==> config.mk <==
export PLATFORM = sky130hd
export DESIGN_NAME = pipe_hazard_ctrl
export DESIGN_NICKNAME = d
export VERILOG_FILES = /design/src/rtl/pipe_hazard_ctrl.sv
export SDC_FILE = /design/constraint.sdc
export NUM_CORES = 1
export LEC_CHECK = 0
export CAP_MARGIN = 20
export CORE_UTILIZATION = 38
export DETAILED_ROUTE_END_ITERATION = 6
export PLACE_DENSITY = 0.85
export SLEW_MARGIN = 10
export SYNTH_ARGS = -nofsm -noshare
export SYNTH_HDL_FRONTEND = slang
export SYNTH_SLANG_ARGS = --single-unit
==> constraint.sdc <==
create_clock -name clk -period 2.4 [get_ports clk]
set_clock_uncertainty 0.05 [all_clocks]
set_input_delay 0.36 -clock clk [delete_from_list [all_inputs] [get_ports clk]]
set_output_delay 0.36 -clock clk [all_outputs]
set_load 0.05 [all_outputs]
==> src/rtl/pipe_hazard_ctrl.sv <==
// pipe_hazard_ctrl
// Central stall/flush sequencer for the 20-bit five-stage pipeline.
// It resolves three kinds of events, in this priority order:
//   - a multicycle data-memory wait (busy);
//   - a taken branch or jump redirect resolved in MEM (redir);
//   - a load-use hazard between EX and ID (lu).
// From these it drives the pipeline-register enables and flushes and the PC source select.
//
// Ports
//   clk, rst_n            clock and asynchronous active-low reset
//   id_rs, id_rt          source registers of the instruction in ID
//   id_uses_rt            the instruction in ID reads rt
//   ex_rd                 destination register of the instruction in EX
//   ex_memread            the instruction in EX is a load
//   ex_regwrite           the instruction in EX writes a register
//   mem_branch, mem_zero  branch in MEM and its zero flag
//   mem_j, mem_jmem       jump and register/memory jump in MEM
//   mem_req, mem_ready    data-memory access in MEM and its completion
//   pc_en, ifid_en,
//   idex_en, exmem_en     load enables for the PC and the pipeline registers
//   ifid_flush,
//   idex_flush,
//   exmem_flush           load a bubble into the pipeline register
//   pc_src                0=PC+1, 1=branch target, 2=jump target, 3=jmem target
//   state                 current FSM state (RUN/LU_STALL/FLUSH/MEM_WAIT)
//   mem_timeout           sticky flag: the memory wait reached TO_CYC cycles
//   stall_cnt, flush_cnt  performance counters
//
// Optional feature: when the macro HAZ_PERF_EN is defined, the stall and redirect
// performance counters are built. When it is not defined, both counters read as zero.
module pipe_hazard_ctrl #(
  parameter int REG_AW = 4,
  parameter int TO_CYC = 64,
  parameter int CNT_W  = 16
) (
  input  logic              clk,
  input  logic              rst_n,
  input  logic [REG_AW-1:0] id_rs,
  input  logic [REG_AW-1:0] id_rt,
  input  logic              id_uses_rt,
  input  logic [REG_AW-1:0] ex_rd,
  input  logic              ex_memread,
  input  logic              ex_regwrite,
  input  logic              mem_branch,
  input  logic              mem_zero,
  input  logic              mem_j,
  input  logic              mem_jmem,
  input  logic              mem_req,
  input  logic              mem_ready,
  output logic              pc_en,
  output logic              ifid_en,
  output logic              idex_en,
  output logic              exmem_en,
  output logic              ifid_flush,
  output logic              idex_flush,
  output logic              exmem_flush,
  output logic [1:0]        pc_src,
  output logic [1:0]        state,
  output logic              mem_timeout,
  output logic [CNT_W-1:0]  stall_cnt,
  output logic [CNT_W-1:0]  flush_cnt
);

  typedef enum logic [1:0] {
    RUN      = 2'd0,
    LU_STALL = 2'd1,
    FLUSH    = 2'd2,
    MEM_WAIT = 2'd3
  } state_e;

  localparam logic [7:0] TO_LIM = 8'(TO_CYC);

  state_e     state_q, state_d;
  logic [7:0] wait_cnt_q, wait_cnt_d;
  logic       mem_timeout_q, mem_timeout_d;

  logic busy, redir, lu, take_redir, take_lu;

  assign busy  = mem_req & ~mem_ready;
  assign redir = (mem_branch & mem_zero) | mem_j | mem_jmem;
  assign lu    = ex_memread & ex_regwrite & (ex_rd != '0) &
                 ((ex_rd == id_rs) | (id_uses_rt & (ex_rd == id_rt)));

  // The cycle right after a redirect is in FLUSH.
  // In that cycle the MEM and EX bits describe squashed instructions, so redirect and load-use are ignored.
  // A memory wait is still honoured.
  assign take_redir = ~busy & redir & (state_q != FLUSH);
  assign take_lu    = ~busy & ~redir & lu & (state_q != FLUSH);

  // Zero-cycle control decision made from the current state and the stage bits.
  // Reset overrides everything: the pipeline holds with bubbles loaded.
  always_comb begin
    pc_en       = 1'b1;
    ifid_en     = 1'b1;
    idex_en     = 1'b1;
    exmem_en    = 1'b1;
    ifid_flush  = 1'b0;
    idex_flush  = 1'b0;
    exmem_flush = 1'b0;
    pc_src      = 2'd0;
    state_d     = RUN;
    if (busy) begin
      pc_en    = 1'b0;
      ifid_en  = 1'b0;
      idex_en  = 1'b0;
      exmem_en = 1'b0;
      state_d  = MEM_WAIT;
    end else if (take_redir) begin
      ifid_flush  = 1'b1;
      idex_flush  = 1'b1;
      exmem_flush = 1'b1;
      if (mem_jmem)   pc_src = 2'd3;
      else if (mem_j) pc_src = 2'd2;
      else            pc_src = 2'd1;
      state_d = FLUSH;
    end else if (take_lu) begin
      pc_en      = 1'b0;
      ifid_en    = 1'b0;
      idex_flush = 1'b1;
      state_d    = LU_STALL;
    end
    if (!rst_n) begin
      pc_en       = 1'b0;
      ifid_en     = 1'b0;
      idex_en     = 1'b0;
      exmem_en    = 1'b0;
      ifid_flush  = 1'b1;
      idex_flush  = 1'b1;
      exmem_flush = 1'b1;
      pc_src      = 2'd0;
    end
  end

  // Memory-wait watchdog.
  // The wait counter only counts while the FSM is parked in MEM_WAIT and memory is still busy.
  // It saturates at TO_LIM. Reaching TO_LIM latches the sticky timeout flag.
  always_comb begin
    wait_cnt_d    = '0;
    mem_timeout_d = mem_timeout_q;
    if (state_q == MEM_WAIT && busy) begin
      wait_cnt_d = (wait_cnt_q == TO_LIM) ? wait_cnt_q : wait_cnt_q + 8'd1;
      if (wait_cnt_d == TO_LIM) mem_timeout_d = 1'b1;
    end
  end

  always_ff @(posedge clk or negedge rst_n) begin
    if (!rst_n) begin
      state_q       <= RUN;
      wait_cnt_q    <= '0;
      mem_timeout_q <= 1'b0;
    end else begin
      state_q       <= state_d;
      wait_cnt_q    <= wait_cnt_d;
      mem_timeout_q <= mem_timeout_d;
    end
  end

  assign state       = state_q;
  assign mem_timeout = mem_timeout_q;

`ifdef HAZ_PERF_EN
  logic [CNT_W-1:0] stall_cnt_q, flush_cnt_q;

  // Saturating performance counters.
  // The stall counter counts cycles with the PC held. The flush counter counts redirect cycles.
  always_ff @(posedge clk or negedge rst_n) begin
    if (!rst_n) begin
      stall_cnt_q <= '0;
      flush_cnt_q <= '0;
    end else begin
      if (!pc_en && stall_cnt_q != '1) stall_cnt_q <= stall_cnt_q + 1'b1;
      if (take_redir && flush_cnt_q != '1) flush_cnt_q <= flush_cnt_q + 1'b1;
    end
  end

  assign stall_cnt = stall_cnt_q;
  assign flush_cnt = flush_cnt_q;
`else
  assign stall_cnt = '0;
  assign flush_cnt = '0;
`endif

endmodule
==> impl_metrics.csv <==
group,metric,value,unit
status,run_status,"complete, no violations",
sta,worst_slew_pin_slew,516,ps
synth,synth_top_cell_area_share,0.274,
power,pwr-share-seq,0.304,
route,first_pass_detailed_route_iteration_total,4,
worst_setup_path,crit_arrival,1950,ps
cells_and_area,area_growth,42.3,%
power,vdd_ir_drop_max,0.000258,V
route,routed_wirelength,2120,um
grt,grt_overflow,0,
floorplan,die_h,53.4,um
clock_tree,clock_latency_reported_for_the_late_side_of_the_worst_skew_pair,260,ps
synth,postSynthCellCount,117,
synth,yosys.cell_types.count,33,
synth,cells_taking_the_most_area_after_synthesis,"sky130_fd_sc_hd__dfrtp_1 (27%), sky130_fd_sc_hd__buf_4 (26%), sky130_fd_sc_hd__xor2_1 (7.9%), sky130_fd_sc_hd__xnor2_1 (2.6%), sky130_fd_sc_hd__ha_1 (2.5%)",
synth,seq_area_frac_synth,0.274,
grt,number_of_global_route_vias_before_repair,813,
grt,number_of_antenna_violations_at_the_first_check_in_global_routing,0,
route,max_layer_used,"met4",
power,swShare,0.434,
clock_tree,htree_levels,1,
power,total_leakage_power,0.681,nW
route,postRouteAntennaNets,0,
worst_setup_path,critPathRequiredTime,1990,ps
route,post_drt_via_cell_ratio,4.54,
clock_tree,clk_pin_slew_worst_paths,60,ps
placement,gp_congestion,0.909,
floorplan,chipWidth,53.4,um
sta,fin_tns_setup,0,ps
worst_setup_path,worstPathMaxFanout,3,
min_path,worst_hold_class,"input pin to async pin",
worst_setup_path,cp-start-kind,"input pin",
worst_setup_path,critPathTopFamily,"buffers and inverters",
grt,global_route_wire_length_before_repair,3220,um
floorplan,starting_utilization_of_the_core_area,0.405,
sta,timing.max_slew.rel_slack,0.655,
route,num_vias,854,
route,drt-met1-wl,675,um
route,drt_iter0_markers,6,
placement,port_buffers,34,
power,pwr-share-comb,0.505,
synth,yosys_warnings,0,
floorplan,ioPinCount,67,
sta,post-route-min-period,2360,ps
placement,dp_hpwl,1850,um
job,maxCapViolations,0,
clock_tree,cts_hold_repair.buffers,0,
route,amount_of_wire_on_met2_after_detailed_routing,1260,um
synth,yosys.area.top_type,"sky130_fd_sc_hd__dfrtp_1",
worst_setup_path,worstSetupEndpointType,"primary output",
clock_tree,cts_made_buffers,3,
sta,final_hold_violation_count,0,
clock_tree,clock_sink_count,11,
grt,grt_start_max_net_pins,13,
sta,achievable-frequency,425,MHz
worst_setup_path,criticalPathCategory,"input pin to primary output",
synth,syn_area_per_cell,8.58,sq um
sta,final_cycle_utilization_of_the_critical_path,0.981,
floorplan,placement_rows,18,
synth,mappedNetlistArea,0.00100,sq mm
route,drt-wirelength-per-cell,11.3,um
cells_and_area,fraction_of_layout_cells_with_a_size_suffix_above_1,0.184,
power,internal_power,358,uW
cells_and_area,final_cell_area,0.00143,sq mm
worst_setup_path,critical_path_buf_inv_count,3,
floorplan,design.core.area,0.00248,sq mm
sta,setup_viol_count_final,0,
grt,globalRouteTotalUtil,0.159,
worst_setup_path,timing.critical_path.cells,"clkdlybuf4s50_1 -> buf_4 -> xor2_1 -> nor3_1 -> a31oi_1 -> o21a_4 -> buf_8",
worst_setup_path,timing.critical_path.slowest_stage_cell,"sky130_fd_sc_hd__clkdlybuf4s50_1",
clock_tree,cts_root_buf,"sky130_fd_sc_hd__clkbuf_4",
power,power_frac_clock,0.191,
sta,unrepaired_setup_endpoints_after_global_routing,"no",
power,net-switching-power,274,uW
clock_tree,cts_max_path_buffers,2,
cells_and_area,layout_utilization,0.576,
worst_setup_path,max_stage_delay,500,ps
cells_and_area,diodes,0,
synth,synth-seq-cells,11,
sta,finalMaxSlewViolations,0,
route,drc,0,
placement,dpl-instance-area,0.00136,sq mm
cells_and_area,design.final.nets,184,
route,routed-wl-met3,164,um
sta,worst_hold_slack,386,ps
floorplan,dieArea,0.00285,sq mm
power,power_density,443,mW/mm^2
clock_tree,tritoncts,"yes",
## timing repair
item                                    in CTS  in global routing
pin swaps                                    3                  3
resized for setup                            5                  6
endpoints found under the setup margin       3                  3
buffers inserted                             0                  0
## stage by stage
step                worst slack (ps)  instances  power (mW)
global placement               -64.1        184       0.505
global route                    5.80        188       0.665
floorplan                       -185        148       0.438
detailed placement              -103        184       0.509
finish                          44.8        188       0.632
CTS                             10.9        188       0.636
## cells in the final DEF, fill, tap and decap left out, types with 2 or more instances in the layout
cell type	synthesis	final
sky130_fd_sc_hd__a21oi_1	2	2
sky130_fd_sc_hd__and3_1	2	2
sky130_fd_sc_hd__buf_12	0	7
sky130_fd_sc_hd__buf_4	35	7
sky130_fd_sc_hd__buf_8	0	2
sky130_fd_sc_hd__clkbuf_4	0	3
sky130_fd_sc_hd__clkdlybuf4s50_1	0	21
sky130_fd_sc_hd__conb_1	1	32
sky130_fd_sc_hd__dfrtp_1	11	11
sky130_fd_sc_hd__dlymetal6s2s_1	0	3
sky130_fd_sc_hd__ha_1	2	2
sky130_fd_sc_hd__inv_1	4	4
sky130_fd_sc_hd__nand2_1	6	6
sky130_fd_sc_hd__nand3_1	5	5
sky130_fd_sc_hd__nor2_1	6	6
sky130_fd_sc_hd__nor2b_1	3	3
sky130_fd_sc_hd__nor3_1	5	4
sky130_fd_sc_hd__nor4_1	2	2
sky130_fd_sc_hd__o21ai_1	3	2
sky130_fd_sc_hd__xnor2_1	3	3
sky130_fd_sc_hd__xor2_1	9	9
## Yosys cell counts
master and number:
sky130_fd_sc_hd__a211oi_2 1, sky130_fd_sc_hd__inv_1 4, sky130_fd_sc_hd__nor2b_1 3, sky130_fd_sc_hd__a21oi_2 1, sky130_fd_sc_hd__o21a_1 2, sky130_fd_sc_hd__o21bai_1 1, sky130_fd_sc_hd__and3_1 2, sky130_fd_sc_hd__nand3_1 5
sky130_fd_sc_hd__nor2_1 6, sky130_fd_sc_hd__and2_1 1, sky130_fd_sc_hd__conb_1 1, sky130_fd_sc_hd__dfrtp_1 11, sky130_fd_sc_hd__a41o_1 1, sky130_fd_sc_hd__or2_2 1, sky130_fd_sc_hd__o211a_1 1, sky130_fd_sc_hd__o41ai_1 1
sky130_fd_sc_hd__or4_4 1, sky130_fd_sc_hd__xnor2_1 3, sky130_fd_sc_hd__nor3_1 5, sky130_fd_sc_hd__a21oi_1 2, sky130_fd_sc_hd__xor2_1 9, sky130_fd_sc_hd__or3_1 1, sky130_fd_sc_hd__a31o_1 1, sky130_fd_sc_hd__a31oi_1 1
sky130_fd_sc_hd__nand2b_1 1, sky130_fd_sc_hd__o21ai_1 3, sky130_fd_sc_hd__ha_1 2, sky130_fd_sc_hd__nor3b_1 1, sky130_fd_sc_hd__nand2_1 6, sky130_fd_sc_hd__nand4_1 1, sky130_fd_sc_hd__nor4_1 2, sky130_fd_sc_hd__buf_4 35
sky130_fd_sc_hd__nor4b_2 1
## worst paths after layout
path                                         startpoint                      end  slack, ps  cells past startpoint
max in group asynchronous                         rst_n  wait_cnt_q[6]$_DFF_PN0_       1760                      2
worst max register to register  wait_cnt_q[0]$_DFF_PN0_  mem_timeout$_DFFE_PN0P_        610                      6
min in group clk                mem_timeout$_DFFE_PN0P_  mem_timeout$_DFFE_PN0P_        440                      1
worst max-delay path                           ex_rd[3]                  ifid_en         40                      7
worst min register to register  mem_timeout$_DFFE_PN0P_  mem_timeout$_DFFE_PN0P_        440                      1
worst min-delay path                              rst_n  wait_cnt_q[5]$_DFF_PN0_        390                      2
## final cells by class
type / instances / area (sq um)
Clock buffer: 4 / 26.3
Inverter: 4 / 15.0
Timing Repair Buffer: 41 / 479
Tap cell: 30 / 37.5
Sequential cell: 11 / 275
Fill cell: 219 / 1050
Multi-Input combinational cell: 98 / 594
## per-layer routing
layer,vias to the layer above,GRT usage
li1,412,-
met1,392,0.146
met2,48,0.321
met3,2,0.0316
met4,0,0.0789
met5,-,0
## sequential cells by signal, indices dropped and copies added, names as in the netlist
name	flops
wait_cnt_q	8
mem_timeout	1
state	2
## power by group through the flow
stage	clock network [mW]	logic [mW]	registers (mW)
final	0.121	0.320	0.192
after global placement	0	0.310	0.195
after detailed placement	0	0.313	0.195
after CTS	0.127	0.317	0.192
after floorplan	0	0.232	0.206
after global routing	0.138	0.335	0.192
## cells by family after synthesis
| kind of cell | Yosys count | share of synthesized area |
|---|---|---|
| xor+xnor | 12 | 0.105 |
| other cells | 1 | 0.00374 |
| buf+inv | 39 | 0.277 |
| compound gates | 15 | 0.112 |
| fa+ha+maj | 2 | 0.0249 |
| flops | 11 | 0.274 |
| simple gates | 37 | 0.203 |
Power figures use the tool's default switching activity.
==> RTL edit 1: new RTL, same settings <==
The option `HAZ_PERF_EN` is turned on by a define.
--- a/src/rtl/pipe_hazard_ctrl.sv
+++ b/src/rtl/pipe_hazard_ctrl.sv
@@ -29,4 +29,6 @@
 // Optional feature: when the macro HAZ_PERF_EN is defined, the stall and redirect
 // performance counters are built. When it is not defined, both counters read as zero.
+`define HAZ_PERF_EN
+
 module pipe_hazard_ctrl #(
   parameter int REG_AW = 4,
Behaviour: not the same (Yosys sat finds a counterexample within 4 cycles, from zero or initial values and one cycle with rst_n low).
==> RTL edit 1 against the original RTL <==
- final cell count grew 96%
- design area increased by 130%
- maximum frequency is 2.2% higher
- worst setup slack improved by 0.050 ns
- total power grew to 4.6 times the old value
- count of clock-buffer cells in the layout rose by 3
- sequential cell count grew 32
- synthesized area is 130% higher
- routed wire length rose to 2.5 times the old value
- highest routed layer unchanged
- via count grew 120%
- sequential share of layout area up 13 points
- utilization rose by 0.66 points
- synthesized cell count up 85%
==> RTL edit 1: results (changes against the original RTL) <==
Clock tree
The source-to-sink clock delay at the later pin of the worst-skew pair was 0.30 ns (+0.04 ns). The clock input transition at the sequential cells of the worst setup and hold paths came to 0.09 ns (+0.03 ns). The TritonCTS buffer count was 5 (+2). The number of buffers inserted by hold repair at cts is 1 (+1). The post-cts resize count is 0 (-5).

Pwr
The leakage dissipation is 0.001413 uW (+110%). The relative contribution of combinational cells to total power is 0.450 (-0.055). The combinational power is 1310 uW (+310%). The switching power as a share of total power is 0.4424 (+0.008268).

Cells and area
The number of fillers in the final layout is 474 (+120%). The non-clock buffer total of the final layout is 77 (+88%). The area of combinational cells with multiple inputs came to 1152 um^2 (+94%).

The inverter count was 6 (+2). The proportion of cell area spent on the clock network was 0.03158 (+0.01318). The final-stage net count is 322 (+75%). The storage element area is 1076 um^2 (+290%). The fraction of layout instances using a drive strength above 1 is 0.1385 (-0.04503).

STA
The remaining max-slew budget at the tightest pin was 0.6589 (+0.003713).

Placement
The routability congestion estimate from global placement was 0.8965 (-1.3%). The count of port buffers added during placement is 66 (+94%).

Synth
The post-synthesis cell type count was 35 (+6.1%). In the post-synthesis netlist, the biggest area contributors are dfrtp_1 47%, xor2_1 10%, xnor2_1 7.3%. The area share of xor/xnor cells in the synthesized design is 0.1761 (+0.07141). In the synthesized netlist, the cells that appear most often are 43 x dfrtp_1, 27 x xor2_1, 20 x nor2_1.

Worst setup path
Tracing the worst setup path back leads to its startpoint at ex_rd[2]. The path depth of the worst reg2reg path was 7 (+1). The worst-case register-to-register setup slack is 0.30 ns (-0.31 ns). The startpoint identified for the worst register-to-register timing path is stall_cnt[6].

Detailed routing
The number of DRC violations after detailed-routing iteration 0 was 82 (+76). The routed wire length per instance is 14.40 um (+28%). The met2 layer wire length in the routed design is 2610 um (+110%).

Status
The run finished with clean final reports.

Floorplan
The number of well taps is 72 (+140%).

GRT
The met2 capacity usage during global routing is 0.3009 (-0.01998). The routing usage on met3 is 0.04686 (+0.01525). The met1 layer usage reported by global route is 0.2055 (+0.05996).
==> RTL edit 1: cell count changes after synthesis, sizes merged, moves of 7 or more <==
| cell | change |
|---|---|
| nand3 | +11 |
| nor4 | +8 |
| xnor2 | +16 |
| nor2 | +14 |
| nand2 | +12 |
| nand4 | +8 |
| xor2 | +18 |
| dfrtp | +32 |
| and3 | +7 |
| buf | -30 |
==> RTL edit 1: worst min-delay path by stage <==
stage	endpoint	start	depth (start not counted)	slack (ns)
finish	state[1]	rst_n	2	0.37
global route	state[1]	rst_n	2	0.38
CTS	state[1]	rst_n	2	0.37
detailed placement	state[1]	rst_n	1	0.16
global placement	state[1]	rst_n	1	0.16
floorplan	flush_cnt[0]	rst_n	0	0.01
==> RTL edit 1: metrics by stage <==
step           hold slack [ns]  cells  setup TNS [ns]
3_5_place_dp            0.1567    359        -0.08710
3_3_place_gp            0.1569    359               0
6_report                0.3750    368               0
5_1_grt                 0.3781    368       -0.001857
4_1_cts                 0.3676    368               0
2_1_floorplan          0.01441    217               0
==> RTL edit 2: new RTL, same settings <==
Without the edit above. Register the output `mem_timeout` once more, with the module's reset; this adds one clock of latency there. The other outputs are not delayed to match. Comments in the files are not updated.
--- a/src/rtl/pipe_hazard_ctrl.sv
+++ b/src/rtl/pipe_hazard_ctrl.sv
@@ -157,5 +157,11 @@
 
   assign state       = state_q;
-  assign mem_timeout = mem_timeout_q;
+  always_ff @(posedge clk or negedge rst_n) begin
+    if (!rst_n) begin
+      mem_timeout <= '0;
+    end else begin
+      mem_timeout <= mem_timeout_q;
+    end
+  end
 
 `ifdef HAZ_PERF_EN
Function: no difference found for any inputs over 10 cycles, from zero or initial values and one cycle with rst_n low; that may be too few to reach the edited logic, so the function may still have changed.
==> RTL edit 2 against the original RTL <==
- non-clock buffer count is 2 higher
- routed wire length up 9.1%
- maximum frequency up 2.0%
- design area up 4.3%
- synthesized area grew 2.5%
- sequential share of layout area grew 0.89 points
- total power up 9.3%
- worst setup slack gained 0.046 ns
- sequential cell count is 1 higher
- utilization up 1.4 points
- critical endpoint is now pc_en
- largest power group unchanged
==> RTL edit 2: results (changes against the original RTL) <==
Cells and area
The fraction of layout instances using a drive strength above 1 was 0.2112 (+0.02764).

Pwr
The internal power summed over all cells is 405.1 uW (+13%). The power density over the cells is 464.2 nW/um^2 (+4.8%). The worst-case vdd ir drop is 0.2439 mV (-5.6%).

The combinational power is 327 uW (+2%). The leakage dissipation is 0.0007121 uW (+4.6%).

STA
The remaining max-slew budget at the tightest pin is 0.6521 (-0.003131). The post-route worst hold slack is 0.3383 ns (-0.04765 ns).

Placement
The detailed-placement wirelength estimate came to 1922 um (+3.7%). The placed instance count came to 186 (+1.1%). The pre-CTS setup slack is -0.09309 ns (+0.01001 ns).

The routability congestion estimate from global placement came to 0.9321 (+2.6%).

Detailed routing
The met3 layer wire length in the routed design is 191 um (+16%). The number of DRC violations after detailed-routing iteration 0 is 17 (+11). The mean number of vias per cell is 4.602 (+1.3%).

The met2 layer wire length in the routed design is 1284 um (+1.9%). The routed wire length per instance came to 12.10 um (+7.3%).

GRT
The global-route wire length before repair was 3601 um (+12%). The maximum number of pins on one net before global-route repair is 14 (+1). The overall routing resource usage is 0.1725 (+0.01311). The met1 layer usage reported by global route is 0.1718 (+0.02619). The via count of the first global-routing pass came to 858 (+5.5%). The met2 capacity usage during global routing came to 0.3313 (+0.01044).

Clock tree
The post-cts resize count is 9 (+4).

Worst setup path
The worst register-to-register path ends at mem_timeout_q. The data arrival time of the critical path is 1.90 ns (-0.05 ns). The delay contributed by the slowest stage of the critical path is 0.54 ns (+0.04 ns).

Synth
The number of instances in the synthesized netlist is 118 (+0.85%). The part of the Yosys area used for sequential elements was 0.2920 (+0.01766). The proportion of synthesized flip-flops having asynchronous set or reset came to 1.000 (unchanged).

Status
The run finished with clean final reports.
[RTL edit 2: worst max-delay path by stage]
stage,start,depth (start not counted),to,slack [ns]
after floorplan,state[1],4,idex_flush,-0.18
after global placement,mem_branch,6,idex_flush,-0.05
after detailed placement,mem_j,6,idex_flush,-0.09
after CTS,mem_j,6,pc_en,0.02
after global routing,ex_rd[3],7,ifid_en,0.009
final,ex_rd[2],5,pc_en,0.09
[RTL edit 2: final cells by class]
class / instances / area (um^2)
tap: 30 / 37.54
fill: 220 / 1033
inverter: 4 / 15.01
multi-input combinational: 98 / 606.8
sequential: 12 / 300.3
clock buffer: 4 / 36.28
timing repair buffer: 43 / 493.0
[RTL edit 2: cell families after synthesis]
logic type,count (synthesis),synth area share
other,1,0.003646
AND/OR/NAND/NOR,37,0.1983
buffers and inverters,39,0.2701
AO/OA/AOI/OAI,15,0.1095
adder cells (fa/ha/maj),2,0.02433
flip-flops,12,0.2920
XOR/XNOR,12,0.1022
